**config.mk**
```make
export PLATFORM = sky130hd
export DESIGN_NAME = trng_bias_cal
export DESIGN_NICKNAME = d
export VERILOG_FILES = /design/src/rtl/trng_cal_pkg.sv /design/src/rtl/window_counter.sv /design/src/rtl/trng_bias_cal.sv
export SDC_FILE = /design/constraint.sdc
export NUM_CORES = 1
export LEC_CHECK = 0
export ABC_AREA = 0
export CAP_MARGIN = 25
export CORE_ASPECT_RATIO = 0.7
export CORE_UTILIZATION = 45
export CTS_CLUSTER_DIAMETER = 100
export CTS_CLUSTER_SIZE = 24
export DETAILED_ROUTE_END_ITERATION = 8
export GPL_TIMING_DRIVEN = 0
export PLACE_DENSITY = 0.77
export SETUP_SLACK_MARGIN = 0.15
export SLEW_MARGIN = 20
export SYNTH_ARGS = -nofsm -noshare
export SYNTH_HDL_FRONTEND = slang
export SYNTH_HIERARCHICAL = 1
export SYNTH_SLANG_ARGS = --single-unit
export TNS_END_PERCENT = 100
```
**constraint.sdc**
```tcl
create_clock -name clk -period 7.7 [get_ports clk]
set_input_delay 1.54 -clock clk [delete_from_list [all_inputs] [get_ports clk]]
set_output_delay 1.54 -clock clk [all_outputs]
set_load 0.01 [all_outputs]
```
**src/rtl/trng_cal_pkg.sv**
```systemverilog
// Shared types and width helpers for the TRNG bias calibrator.
package trng_cal_pkg;

    typedef enum logic [1:0] {
        ST_IDLE    = 2'd0,
        ST_SETTLE  = 2'd1,
        ST_MEASURE = 2'd2,
        ST_DECIDE  = 2'd3
    } cal_state_e;

    function automatic int unsigned settle_cnt_w(input int unsigned settle_cyc);
        return (settle_cyc < 2) ? 1 : $clog2(settle_cyc + 1);
    endfunction

    function automatic int unsigned ones_cnt_w(input int unsigned win_log2);
        return win_log2 + 1;
    endfunction

    function automatic int unsigned idx_w(input int unsigned code_w);
        return (code_w > 1) ? $clog2(code_w) : 1;
    endfunction

endpackage

```
**src/rtl/window_counter.sv**
```systemverilog
// Counts ones in rnd_bit over a 2^WIN_LOG2-sample window.
module window_counter
    import trng_cal_pkg::*;
#(
    parameter int unsigned WIN_LOG2 = 10
) (
    input  logic              clk,
    input  logic              rst_n,
    input  logic              clr,
    input  logic              en,
    input  logic              rnd_bit,
    output logic [WIN_LOG2:0] ones,
    output logic              win_last_c
);

    localparam int unsigned CNT_W = ones_cnt_w(WIN_LOG2);

    logic [WIN_LOG2-1:0] win_cnt;

    // Ones counter is one bit wider than the window so an all-ones window never wraps
    always_ff @(posedge clk or negedge rst_n) begin
        if (!rst_n) begin
            ones    <= '0;
            win_cnt <= '0;
        end else if (clr) begin
            ones    <= '0;
            win_cnt <= '0;
        end else if (en) begin
            ones    <= ones + CNT_W'(rnd_bit);
            win_cnt <= win_cnt + WIN_LOG2'(1);
        end
    end

    assign win_last_c = en && (win_cnt == '1);

endmodule

```
**src/rtl/trng_bias_cal.sv**
```systemverilog
// SAR calibrator: searches the VDAC bias code, MSB first, against a target ones-density.
module trng_bias_cal
    import trng_cal_pkg::*;
#(
    parameter int unsigned CODE_W     = 8,
    parameter int unsigned WIN_LOG2   = 10,
    parameter int unsigned SETTLE_CYC = 64,
    parameter int unsigned POLARITY   = 1
) (
    input  logic              clk,
    input  logic              rst_n,
    input  logic              ena,
    input  logic              start,
    input  logic [WIN_LOG2:0] target,
    input  logic              rnd_bit,
    output logic [CODE_W-1:0] vdac_code,
    output logic              busy,
    output logic              done,
    output logic [WIN_LOG2:0] last_count
);

    localparam int unsigned SET_W = settle_cnt_w(SETTLE_CYC);
    localparam int unsigned IDX_W = idx_w(CODE_W);
    localparam int unsigned CNT_W = ones_cnt_w(WIN_LOG2);

    cal_state_e         state, state_d;
    logic [CODE_W-1:0]  code_d;
    logic [IDX_W-1:0]   idx_q, idx_d;
    logic [SET_W-1:0]   settle_q, settle_d;
    logic               busy_d, done_d;
    logic [CNT_W-1:0]   last_d;

    logic               win_clr_c, win_en_c, win_last_c;
    logic [CNT_W-1:0]   ones;
    logic               abort_c, settle_last_c, keep_c, launch_c;

    assign abort_c       = (state != ST_IDLE) && !ena;
    assign launch_c      = start && ena;
    assign settle_last_c = (settle_q == SET_W'(SETTLE_CYC - 1));
    // Equality always clears the trial bit
    assign keep_c        = (POLARITY != 0) ? (ones < target) : (ones > target);

    window_counter #(
        .WIN_LOG2 (WIN_LOG2)
    ) u_window_counter (
        .clk        (clk),
        .rst_n      (rst_n),
        .clr        (win_clr_c),
        .en         (win_en_c),
        .rnd_bit    (rnd_bit),
        .ones       (ones),
        .win_last_c (win_last_c)
    );

    always_ff @(posedge clk or negedge rst_n) begin
        if (!rst_n) state <= ST_IDLE;
        else        state <= state_d;
    end

    always_comb begin
        state_d = state;
        if (abort_c) begin
            state_d = ST_IDLE;
        end else begin
            case (state)
                ST_IDLE:    if (launch_c)      state_d = ST_SETTLE;
                ST_SETTLE:  if (settle_last_c) state_d = ST_MEASURE;
                ST_MEASURE: if (win_last_c)    state_d = ST_DECIDE;
                ST_DECIDE:  state_d = (idx_q == '0) ? ST_IDLE : ST_SETTLE;
                default:    state_d = ST_IDLE;
            endcase
        end
    end

    // Datapath next values; trial bit decisions happen in DECIDE
    always_comb begin
        code_d    = vdac_code;
        idx_d     = idx_q;
        settle_d  = settle_q;
        busy_d    = busy;
        done_d    = done;
        last_d    = last_count;
        win_clr_c = 1'b0;
        win_en_c  = 1'b0;
        if (abort_c) begin
            code_d   = '0;
            idx_d    = '0;
            settle_d = '0;
            busy_d   = 1'b0;
            done_d   = 1'b0;
        end else begin
            case (state)
                ST_IDLE: begin
                    if (launch_c) begin
                        done_d   = 1'b0;
                        busy_d   = 1'b1;
                        idx_d    = IDX_W'(CODE_W - 1);
                        code_d   = CODE_W'(1) << (CODE_W - 1);
                        settle_d = '0;
                    end
                end
                ST_SETTLE: begin
                    settle_d = settle_q + SET_W'(1);
                    if (settle_last_c) begin
                        settle_d  = '0;
                        win_clr_c = 1'b1;
                    end
                end
                ST_MEASURE: win_en_c = 1'b1;
                ST_DECIDE: begin
                    last_d = ones;
                    if (!keep_c) code_d[idx_q] = 1'b0;
                    if (idx_q != '0) begin
                        code_d[idx_q - IDX_W'(1)] = 1'b1;
                        idx_d    = idx_q - IDX_W'(1);
                        settle_d = '0;
                    end else begin
                        busy_d = 1'b0;
                        done_d = 1'b1;
                    end
                end
                default: ;
            endcase
        end
    end

    always_ff @(posedge clk or negedge rst_n) begin
        if (!rst_n) begin
            vdac_code  <= '0;
            idx_q      <= '0;
            settle_q   <= '0;
            busy       <= 1'b0;
            done       <= 1'b0;
            last_count <= '0;
        end else begin
            vdac_code  <= code_d;
            idx_q      <= idx_d;
            settle_q   <= settle_d;
            busy       <= busy_d;
            done       <= done_d;
            last_count <= last_d;
        end
    end

endmodule

```
* Word-level counts from Yosys, hierarchy flattened
Index checks and enable logic that the tools add are counted.
Cells by class: magnitude comparators 5, bitwise logic cells 4, equality and inequality tests 10, reduce and logical (&&, ||, !) cells 19, add/subtract/negate cells 4, div/mod/pow operators 0, $mul 0, shift-type cells 0, mux-type cells 43
Operators by type and width (number):
- $mux W8 | 6
- $mux W7 | 4
- $mux W11 | 2
- $pmux W7 S3 | 1
- $mux W10 | 2
- $pmux W8 S2 | 1
- $mux W1 | 14
- $ne A3 B3 Y1 const B | 4
- $reduce_and A3 Y1 | 4
- $add A11 B1 Y11 | 1
- $lt A11 B11 Y1 | 1
- $add A10 B1 Y10 const B | 1
- $eq A10 B10 Y1 const B | 1
- $mux W3 | 3
- $and A8 B8 Y8 | 1
- $lt A3 B4 Y1 const B | 2
- $mux W2 | 4
- $not A8 Y8 | 1
- $or A8 B8 Y8 | 1
- $pmux W2 S4 | 1
- $add A7 B1 Y7 const B | 1
- $eq A7 B6 Y1 const B | 1
- $demux W1 S3 | 2
- $ge A3 B1 Y1 const B | 2
- other kinds (15) | 24
Word-level totals: input port bits 16, memory bits (read-only) 0, RAM bits 0, memories 0, latch bits 0, word-level logic and storage cells 94, flip-flop bits (word level) 54

* Logic depth before layout (Yosys ltp)
Gate-level depths: netlist (run 1).
word-level depth 13, depth in mapped cells 11, mapped depth without buffers 9

* By module
The synthesis (run 1) kept the hierarchy.
Modules (own cells, without submodules):
- trng_bias_cal | cells each 209, seq. area each 825.8 um2, times used 1, area each 2042.0 um2
- window_counter | cells each 105, seq. area each 525.5 um2, times used 1, area each 1087.3 um2

* Worst setup path before layout (run 1)
OpenSTA, ideal clock, no wires.
path kind input-to-reg, start point input ena, end point register state[1], path buffers 2, setup slack 4.349 ns, stages on the path 9, arrival time 3.272 ns, path through buf_2 > or2_1 > and2_1 > buf_6 > nand2_4 > nor4_1 > and3b_1 > a311oi_1 > mux2i_1
Between the ends: longest elaborated chain between the ends 6, elaborated cells on any way between the ends 10
Ends and longest elaborated chain:
- start: declaration | line trng_bias_cal.sv:12 | input logic ena,
- $logic_not A1 Y1 | line trng_bias_cal.sv:37 | assign abort_c = (state != ST_IDLE) && !ena;
- $logic_and A1 B1 Y1 | line trng_bias_cal.sv:37
- $mux W1 | line trng_bias_cal.sv:85 | if (abort_c) begin
- net win_en_c | line trng_bias_cal.sv:33 | logic win_clr_c, win_en_c, win_last_c;
- $logic_and A1 B1 Y1 | line window_counter.sv:34 | assign win_last_c = en && (win_cnt == '1);
- net win_last_c | line trng_bias_cal.sv:33
- $ne A3 B2 Y1 (no source line)
- $reduce_and A3 Y1 (no source line)
- end signal: assignment | line trng_bias_cal.sv:57 | else state <= state_d;
- end: declaration | line trng_bias_cal.sv:26 | cal_state_e state, state_d;
The timed path passes the listed nets, and every way through them passes these cells. A chain may end at the register's enable or synchronous reset.

* Worst setup path after layout (run 1)
Same ends and word-level chain as after synthesis.

==> results of run 1 <==
==> worst max-delay path, delay by kind of cell <==
kind	cells	cell delay [ns]
simple gates	5	1.16
buf+inv	3	0.96
compound gates	1	0.37
mux	1	0.23
==> cell families (layout without fill, tap and decap cells) <==
family                   after synthesis  after routing
adder cells (fa/ha/maj)               20             20
multiplexers                          16             16
XOR/XNOR                               9              9
AO/OA/AOI/OAI                         83             83
AND/OR/NAND/NOR                       98             98
flip-flops                            54             54
buffers and inverters                 34             78
==> worst paths after layout <==
check | slack [ns] | start | to
setup / recovery | 3.66 | ena | state[1]
hold / removal | 0.51 | settle_q[6] | settle_q[6]
setup reg to reg | 4.76 | state[1] | state[1]
hold reg to reg | 0.51 | settle_q[6] | settle_q[6]
max in group asynchronous | 5.98 | rst_n | u_window_counter/win_cnt[0]
min in group asynchronous | 1.26 | rst_n | idx_q[2]
==> layout make-up <==
cell class / count / area, sq um / share of cell area
Multi-Input combinational cell: 226 / 1620 / 0.438
Buffer: 12 / 75.1 / 0.0203
Inverter: 22 / 82.6 / 0.0223
Timing Repair Buffer: 36 / 358 / 0.0967
Clock inverter: 3 / 28.8 / 0.00777
Sequential cell: 54 / 1350 / 0.365
Clock buffer: 5 / 68.8 / 0.0186
Tap cell: 94 / 118 / 0.0318
==> state kept, by name (all words and copies together) (netlist names) <==
name                      count
idx_q                         3
last_count                   11
settle_q                      7
u_window_counter/ones        11
busy                          1
u_window_counter/win_cnt     10
done                          1
vdac_code                     8
state                         2
==> layer usage <==
metal  vias to the layer above  share of wire  wire length, microns  global-route usage
met1                      1274           0.50                  3420               0.280
li1                       1243              -                     -                   -
met2                       100           0.42                  2880               0.295
met3                         6          0.066                   450              0.0605
met5                         -              0                     0                   0
met4                         0         0.0059                    40              0.0451
==> per-stage QoR <==
step / util / total power (uW)
after floorplan: - / 706
after global placement: 0.536 / 832
after detailed placement: 0.536 / 850
after CTS: 0.551 / 1030
after global routing: 0.551 / 1100
final: 0.551 / 1020
==> power groups by stage <==
stage               sequential (uW)  combinational (uW)  clock [uW]
global route                    416                 493         187
finish                          408                 444         173
floorplan                       406                 300           0
CTS                             407                 441         178
detailed placement              411                 439           0
global placement                410                 423           0
==> cell usage in the layout, fill, tap and decap left out, types with 8 or more instances in the layout <==
cell,n
o21ai_0,9
dfrtp_1,54
nand4_1,8
nor2_1,18
nand2_1,17
a21oi_1,28
mux2_2,11
o31ai_1,8
ha_1,20
inv_1,22
clkdlybuf4s50_1,35
or4_1,8
==> run summary, run 1 <==
Number of instances resized during post-cts repair - 0
Non-Filler Cell Area, Final - 3700 sq um
Via count of the first global-routing pass - 2412
Worst r2r path cells - 11
Result of the run - completed
Async set-or-reset flop fraction in the synthesized netlist - 1.00
Detailed-route vias per instance - 5.80
Number of max-slew violations in the final report - 0
Crit path max fanout - 10
Sequential cell fraction of total power - 0.398
Fraction of final layout cells sized beyond drive strength 1 - 0.0978
Share of the clock period used by the worst path - 0.524
Setup ws final - 3.66 ns
Leakage power summed over all cells - 0.00166 uW
Wire length of the first global-routing pass - 11.3 mm
Hold slack - 0.511 ns
Minimum clock period - 4.04 ns
TritonCTS clock tree - built
Standard-cell row count - 25
Dominant combinational cell family by area after synthesis - simple AND/OR/NAND/NOR gates
Placed cells - 444
Maximum clock frequency - 248 MHz
Post-place setup slack - 3.35 ns
Power dissipated by switching net loads - 419 uW
WP data required - 7.95 ns
Initial core utilization - 0.465
Detailed placement HPWL - 4.83 mm
Pint - 606 uW
Antenna violations before repair - 0
Clock network fraction of design power - 0.169
Total Nets Final - 393
Core Area - 6730 sq um
Data arrival time of the worst path - 4.29 ns
Maximum number of pins on one net before global-route repair - 55
Biggest area contributors in the synthesized netlist - dfrtp_1, ha_1, a21oi_1
Area after detailed placement - 3600 sq um
Slew of the pin with the lowest slew margin - 0.701 ns
Post-synth EDFFs - 0
Share of power burned in combinational logic - 0.433
ANT cells - 0
Wirelength per Cell - 15.0 microns
Worst hold-check path type - reg -> reg
Max-cap violations - 0
Cell with the most instances after synthesis - dfrtp_1
Die Y - 71.8 microns
# setup viols final - 0
Overall routing resource usage - 0.197
Cts-stage hold buffer count - 0
Compound-gate portion of the synthesized area - 0.177
Cell with the biggest individual delay on the critical path - clkdlybuf4s50_1
Summed negative setup slack over all endpoints - 0 ns
Worst-case clock buffer depth - 2
Most frequent cells after synthesis - dfrtp_1, a21oi_1, inv_1, ha_1, nor2_1
Number of sinks on the clock net - 54
Area fraction of the dominant cell type after synthesis - 0.432
Type of element capturing the critical path - flip-flop
Global placement routability congestion - 0.902
Count of unresolved DRC violations after routing - 0
Setup bufs post-CTS - 0
Initial DRT Pass Iterations - 5
# port buffers - 36
Area growth from synthesis to final layout - 18.3%
Synthesized-area fraction occupied by adder cells - 0.0800
Mapped Nets - 350
Clock latency at the later pin of the worst-skew pair - 0.32 ns
Overflow left after global routing - 0
DR iter-0 viols - 102
Post-Route WL - 6.79 mm
Total standard cell area after synthesis - 3130 sq um
DIE WIDTH - 102 microns
Critical Path Start Type - primary input
Routed Antenna Nets - 0
Max IR drop VDD - 0.000178 V
Synth Register Bits - 54
RSZ-0062 raised after global routing - no
Filler-free cell count of the finished design - 452
Distinct cell type count of the synthesized netlist - 59
Final-report hold violation count - 0
Critical Path, Cell by Cell - clkdlybuf4s50_1 -> buf_2 -> or2_1 -> and2_1 -> buf_6 -> nand2_4 -> nor4_1 -> and3b_1 -> a311oi_1 -> mux2i_1
Post-Route Skew - 0.0163 ns
Delay contributed by the slowest stage of the critical path - 0.54 ns
I/O pins - 37
Fraction of the yosys area taken by sequential cells - 0.432
Filler instances - 587
Clk Tree Root Cell - clkbuf_8
Count of vias placed by the detailed router - 2623
Deepest level of the CTS H-tree - 2
Cell area power density - 277 nW/um^2
Simple-gate share of the synthesized area - 0.180
Number of stages on the worst hold path - 1
Floorplan die area - 7300 sq um
Type of the worst setup path - in -> reg
Top FF cell, synth - dfrtp_1
Portion of netlist area occupied by mux cells - 0.0560
Dominant cell type by area after synthesis - dfrtp_1
Synthesized area per cell - 9.97 sq um
Number of cells produced by synthesis - 314
Yosys warning count - 6
Switching fraction of total power - 0.409
Clock transition at the registers of the reported paths - 0.12 ns
TritonCTS Buffers - 5
Xor/xnor share of the synthesized area - 0.0252
Headroom to the max-slew limit - 0.530
(Power assumes the default switching activity.)
==> inputs of run 2 (changes only) <==
--- a/config.mk
+++ b/config.mk
@@ -13,7 +13,7 @@
 export CTS_CLUSTER_SIZE = 24
 export DETAILED_ROUTE_END_ITERATION = 8
 export GPL_TIMING_DRIVEN = 0
-export PLACE_DENSITY = 0.77
+export PLACE_DENSITY = 0.8
 export SETUP_SLACK_MARGIN = 0.15
 export SLEW_MARGIN = 20
 export SYNTH_ARGS = -nofsm -noshare
==> constraint.sdc (replaced) <==
create_clock -name clk -period 3.5 [get_ports clk]
set_input_delay 0.7 -clock clk [delete_from_list [all_inputs] [get_ports clk]]
set_output_delay 0.7 -clock clk [all_outputs]
set_load 0.01 [all_outputs]
==> run 2 against run 1 <==
Effect of this change:
- sequential power is 120% higher
- non-clock buffer count unchanged
- critical endpoint unchanged
- wire length fell by 1.8%
- combinational power increased by 120%
- die area did not move
- clock-buffer cell count unchanged
- worst setup slack lost 3.4 ns
- largest power group unchanged
- clock power is 110% higher
- global-route usage down 0.21 points
- total power up 120%
==> run summary, run 2 (same netlist as run 1, synthesis figures left out) <==
Result of the run - completed
Worst path top cell family by delay - simple AND/OR/NAND/NOR gates
Maximum clock frequency - 311 MHz
Filler instances - 583 (-0.68%)
GR Util met1 - 0.285 (+0.00456)
Initial core utilization - 0.465 (unchanged)
GRT busiest layer - met1
Die Y - 71.8 microns (unchanged)
Clock network fraction of design power - 0.160 (-0.009)
Standard-cell row count - 25 (unchanged)
Area growth from synthesis to final layout - 18.3% (about the same)
Switching fraction of total power - 0.402 (-0.00717)
DR iter-0 viols - 174 (+71%)
Minimum clock period - 3.21 ns
Slew of the pin with the lowest slew margin - 0.674 ns (-0.0270 ns)
Detailed-route vias per instance - 5.69 (-1.9%)
Max-cap violations - 0 (unchanged)
Share of the clock period used by the worst path - 0.918
Core Area - 6730 sq um (unchanged)
Critical Path Start Type - primary input
Wire length of the first global-routing pass - 11.1 mm (-1.8%)
Cell with the biggest individual delay on the critical path - clkdlybuf4s50_1
ANT cells - 0 (unchanged)
Worst-case clock buffer depth - 2 (unchanged)
Wirelength per Cell - 14.8 microns (-1.8%)
Number of max-slew violations in the final report - 0 (unchanged)
Buffers & Inverters on Critical Path - 3 (unchanged)
Antenna violations before repair - 0 (unchanged)
Overall routing resource usage - 0.195 (-0.00214)
Area after detailed placement - 3600 sq um (unchanged)
Maximum number of pins on one net before global-route repair - 55 (unchanged)
RSZ-0062 raised after global routing - no
Met2 Use GR - 0.282 (-0.0135)
Detailed placement HPWL - 4.89 mm (+1.3%)
Post-layout utilization of the core - 0.550 (about the same)
Sequential cell area - 1350 sq um (unchanged)
Type of element capturing the critical path - flip-flop
Overflow left after global routing - 0 (unchanged)
Via count of the first global-routing pass - 2328 (-3.5%)
Routed Antenna Nets - 0 (unchanged)
Multi-input logic area - 1630 sq um (+0.39%)
Worst hold-check path type - in -> async
Post-Route WL - 6.67 mm (-1.8%)
Clock latency at the later pin of the worst-skew pair - 0.32 ns (about the same)
Highest-count cells in the layout ignoring fill and taps - dfrtp_1, clkdlybuf4s50_1, a21oi_1
Share of power burned in combinational logic - 0.435 (+0.002)
Number of sinks on the clock net - 54 (unchanged)
Pint - 1320 uW (+120%)
Data arrival time of the worst path - 3.46 ns (-0.83 ns)
TritonCTS clock tree - built
Post-Route Skew - 0.0104 ns (-0.00592 ns)
Crit path max fanout - 10 (unchanged)
Largest regs - last_count x11, u_window_counter/ones x11, u_window_counter/win_cnt x10
Sequential cell fraction of total power - 0.405 (+0.007)
Final-report hold violation count - 0 (unchanged)
I/O pins - 37 (unchanged)
Delay contributed by the slowest stage of the critical path - 0.55 ns (about the same)
Count of vias placed by the detailed router - 2574 (-1.9%)
Cell area power density - 598 nW/um^2 (+120%)
Critical Path, Cell by Cell - clkdlybuf4s50_1 -> buf_2 -> or2_1 -> and2_1 -> buf_6 -> nand2_4 -> nor4_2 -> and3b_1 -> a311oi_1 -> mux2i_1
Total Nets Final - 393 (unchanged)
WP data required - 3.75 ns (-4.20 ns)
Floorplan die area - 7300 sq um (unchanged)
Initial DRT Pass Iterations - 4 (-1)
TritonCTS Buffers - 5 (unchanged)
Leading cell type in the layout, fill and taps excluded - dfrtp_1
Power dissipated by switching net loads - 890 uW (+110%)
Count of unresolved DRC violations after routing - 0 (unchanged)
Clk Tree Root Cell - clkbuf_8
Deepest level of the CTS H-tree - 2 (unchanged)
# setup viols final - 0 (unchanged)
Global placement routability congestion - 0.906 (+0.38%)
Met3 Usage GRT - 0.0429 (-0.0176)
# port buffers - 36 (unchanged)
Headroom to the max-slew limit - 0.551 (+0.0202)
Fraction of final layout cells sized beyond drive strength 1 - 0.101 (+0.00279)
Clock transition at the registers of the reported paths - 0.10 ns (-0.02 ns)
Non-Filler Cell Area, Final - 3700 sq um (about the same)
Type of the worst setup path - in -> reg
Max IR drop VDD - 0.000392 V (+120%)
Leakage power summed over all cells - 0.00165 uW (-0.37%)
DIE WIDTH - 102 microns (unchanged)
## run 2: cell count changes in the layout (fill, tap and decap cells not counted)
cell,change
clkinv_4,-1
clkinvlp_4,+1
inv_8,-1
nor4_2,+1
clkinv_2,+1
nor4_1,-1
## run 2: layer usage
layer  routed length [microns]  vias up
li1                          -     1255
met3                       329       10
met5                         0        -
met1                      3320     1244
met2                      2920       65
met4                        96        0
## run 2: power by group through the flow
stage | Combinational [uW] | Sequential, uW | Clock [uW]
2_1_floorplan | 660 | 893 | 0
3_3_place_gp | 928 | 900 | 0
3_5_place_dp | 954 | 904 | 0
4_1_cts | 959 | 894 | 368
5_1_grt | 1080 | 915 | 389
6_report | 964 | 896 | 355
## run 2: layout make-up
| type | count | share of cell area |
|---|---|---|
| Timing Repair Buffer | 36 | 0.0967 |
| Multi-Input combinational cell | 226 | 0.439 |
| Clock inverter | 3 | 0.00575 |
| Tap cell | 94 | 0.0318 |
| Inverter | 22 | 0.0223 |
| Sequential cell | 54 | 0.365 |
| Buffer | 12 | 0.0203 |
| Clock buffer | 5 | 0.0186 |
## run 2: stage by stage
step	worst slack, ns	total power (uW)	setup TNS [ns]	hold slack, ns	std cells
floorplan	0.989	1550	0	0.404	314
global placement	-0.0606	1830	-0.0606	0.466	444
detailed placement	-0.136	1860	-0.202	0.474	444
CTS	0.193	2220	0	0.427	452
global route	0.155	2380	0	0.456	452
finish	0.287	2210	0	0.401	452
## run 2: what timing repair did
| action | CTS | global route |
|---|---|---|
| buffers inserted | 0 | 0 |
| endpoints found under the setup margin | 0 | 2 |
| endpoints found under the hold margin | 0 | 0 |
| resized for setup | 0 | 1 |
| hold buffers | 0 | 0 |
## run 2: final timing paths
kind / start / to / slack [ns] / depth (start not counted)
max: ena / state[1] / 0.29 / 10
min: rst_n / last_count[6] / 0.40 / 1
max reg2reg: state[0] / state[1] / 0.56 / 11
min reg2reg: settle_q[6] / settle_q[6] / 0.49 / 1
max in group asynchronous: rst_n / settle_q[1] / 2.64 / 1
min in group clk: settle_q[6] / settle_q[6] / 0.49 / 1
==> inputs of run 3 (changes only) <==
--- a/config.mk
+++ b/config.mk
@@ -8,12 +8,11 @@
 export ABC_AREA = 0
 export CAP_MARGIN = 25
 export CORE_ASPECT_RATIO = 0.7
-export CORE_UTILIZATION = 45
+export CORE_UTILIZATION = 30
 export CTS_CLUSTER_DIAMETER = 100
 export CTS_CLUSTER_SIZE = 24
 export DETAILED_ROUTE_END_ITERATION = 8
 export GPL_TIMING_DRIVEN = 0
-export PLACE_DENSITY = 0.8
 export SETUP_SLACK_MARGIN = 0.15
 export SLEW_MARGIN = 20
 export SYNTH_ARGS = -nofsm -noshare
==> run 3 against run 2 <==
Effect of this change:
- total power increased by 7.1%
- sequential power hardly changed
- sequential share of layout area fell by 1.0 points
- clock-buffer cell count unchanged
- critical path type unchanged
- largest power group unchanged
==> run summary, run 3 (same netlist as run 1, synthesis figures left out) <==
Result of the run - completed
Post-Route Skew - 0.00739 ns (-0.00299 ns)
Floorplan die area - 10800 sq um (+49%)
Data arrival time of the worst path - 3.35 ns (-0.11 ns)
Type of the worst setup path - in -> reg
Summed negative setup slack over all endpoints - 0 ns (unchanged)
Leakage power summed over all cells - 0.00168 uW (+1.7%)
Number of sinks on the clock net - 54 (unchanged)
WP data required - 3.71 ns (-0.04 ns)
Via count of the first global-routing pass - 2490 (+7.0%)
Wire length of the first global-routing pass - 11.8 mm (+7.0%)
Headroom to the max-slew limit - 0.538 (-0.0126)
Cell area power density - 623 nW/um^2 (+4.1%)
# setup viols final - 0 (unchanged)
Share of the clock period used by the worst path - 0.897 (-0.0215)
# port buffers - 36 (unchanged)
Cts-stage hold buffer count - 0 (unchanged)
Max IR drop VDD - 0.000318 V (-19%)
Final-report hold violation count - 0 (unchanged)
Die Y - 87.5 microns (+22%)
Overall routing resource usage - 0.137 (-0.0580)
ANT cells - 0 (unchanged)
Highest-count cells in the layout ignoring fill and taps - dfrtp_1, clkdlybuf4s50_1, a21oi_1
DR iter-0 viols - 210 (+21%)
Count of vias placed by the detailed router - 2522 (-2.0%)
Number of max-slew violations in the final report - 0 (unchanged)
Slew of the pin with the lowest slew margin - 0.686 ns (+0.0117 ns)
Core Area - 9910 sq um (+47%)
Detailed placement HPWL - 5.02 mm (+2.6%)
I/O pins - 37 (unchanged)
Overflow left after global routing - 0 (unchanged)
Post-layout utilization of the core - 0.384 (-0.166)
RSZ-0062 raised after global routing - no
Standard-cell row count - 30 (+20%)
Global placement routability congestion - 0.806 (-11%)
Routed Antenna Nets - 0 (unchanged)
Maximum number of pins on one net before global-route repair - 55 (unchanged)
PnR Total Power - 2370 uW (+7.1%)
Worst-case clock buffer depth - 2 (unchanged)
TritonCTS clock tree - built
Setup ws final - 0.362 ns (+0.0754 ns)
TritonCTS Buffers - 5 (unchanged)
Largest regs - last_count x11, u_window_counter/ones x11, u_window_counter/win_cnt x10
Critical Path Start Type - primary input
Crit path max fanout - 10 (unchanged)
Initial DRT Pass Iterations - 4 (unchanged)
Deepest level of the CTS H-tree - 2 (unchanged)
Type of element capturing the critical path - flip-flop
Leading cell type in the layout, fill and taps excluded - dfrtp_1
Max-cap violations - 0 (unchanged)
Maximum clock frequency - 319 MHz (+2.4%)
Count of unresolved DRC violations after routing - 0 (unchanged)
DIE WIDTH - 124 microns (+22%)
Filler-free cell count of the finished design - 486 (+7.5%)
Clock latency at the later pin of the worst-skew pair - 0.29 ns (-0.03 ns)
Clk Tree Root Cell - clkbuf_16
Initial core utilization - 0.316 (-0.150)
Area growth from synthesis to final layout - 21.8%
Detailed-route vias per instance - 5.19 (-8.9%)
Post-Route WL - 6.92 mm (+3.8%)
Placed cells - 478 (+7.7%)
Fraction of final layout cells sized beyond drive strength 1 - 0.103 (+0.00279)
Worst hold-check path type - in -> async
Antenna violations before repair - 0 (unchanged)
Minimum clock period - 3.14 ns (-0.0754 ns)
Wirelength per Cell - 14.2 microns (-3.5%)
Post-place setup slack - -0.119 ns (+0.0173 ns)
Total Nets Final - 393 (unchanged)
Clock transition at the registers of the reported paths - 0.07 ns (-0.03 ns)
==> run 3: cell count changes in the layout (fill, tap and decap cells not counted) <==
cell       delta
a311oi_2      +1
clkinv_2      -1
clkbuf_8      -5
a311oi_1      -1
clkbuf_16     +5
inv_6         +1
==> run 3: through the flow <==
step / hold slack [ns] / area (sq um)
floorplan: 0.404 / 3130
global placement: 0.467 / 3650
detailed placement: 0.472 / 3650
CTS: 0.482 / 3800
global route: 0.513 / 3810
finish: 0.444 / 3810
==> run 3: power breakdown <==
| part | switching [uW] | internal, uW | total, uW | leakage (uW) |
|---|---|---|---|---|
| Sequential | 143 | 755 | 898 | 0.000718 |
| Combinational | 542 | 431 | 974 | 0.000893 |
| Clock | 232 | 269 | 501 | 0.0000704 |
==> run 3: cell type report <==
cell class | count | area [sq um]
Buffer | 12 | 75.1
Clock inverter | 3 | 25.0
Clock buffer | 5 | 125
Sequential cell | 54 | 1350
Fill cell | 1018 | 6100
Tap cell | 128 | 160
Timing Repair Buffer | 36 | 358
Multi-Input combinational cell | 226 | 1630
Inverter | 22 | 82.6
==> run 3: worst max-delay path, cell delays in order <==
cell and delay, ns:
clkdlybuf4s50_1 0.55, buf_2 0.25, or2_1 0.24, and2_1 0.24, buf_6 0.19, nand2_4 0.08
nor4_2 0.37, and3b_1 0.23, a311oi_2 0.28, mux2i_1 0.22
==> run 3: path summary, 6_finish.rpt <==
path	start	endpoint	slack, ns	cells after the start
max	ena	state[1]	0.36	10
min in group clk	settle_q[6]	settle_q[6]	0.49	1
max reg2reg	state[1]	state[1]	0.71	11
min reg2reg	settle_q[6]	settle_q[6]	0.49	1
max in group asynchronous	rst_n	u_window_counter/win_cnt[4]	2.57	1
min	rst_n	vdac_code[4]	0.44	1
==> run 3: what timing repair did <==
item	4_1_cts	5_1_grt
setup buffers	0	0
setup endpoints to repair	0	2
hold endpoints to repair	0	0
gates resized for setup	0	2
==> run 3: metal layers <==
| metal | wire [microns] | global-route usage |
|---|---|---|
| met1 | 3540 | 0.201 |
| met2 | 3080 | 0.203 |
| met3 | 284 | 0.0288 |
| met4 | 23 | 0.0335 |
| met5 | 0 | 0 |
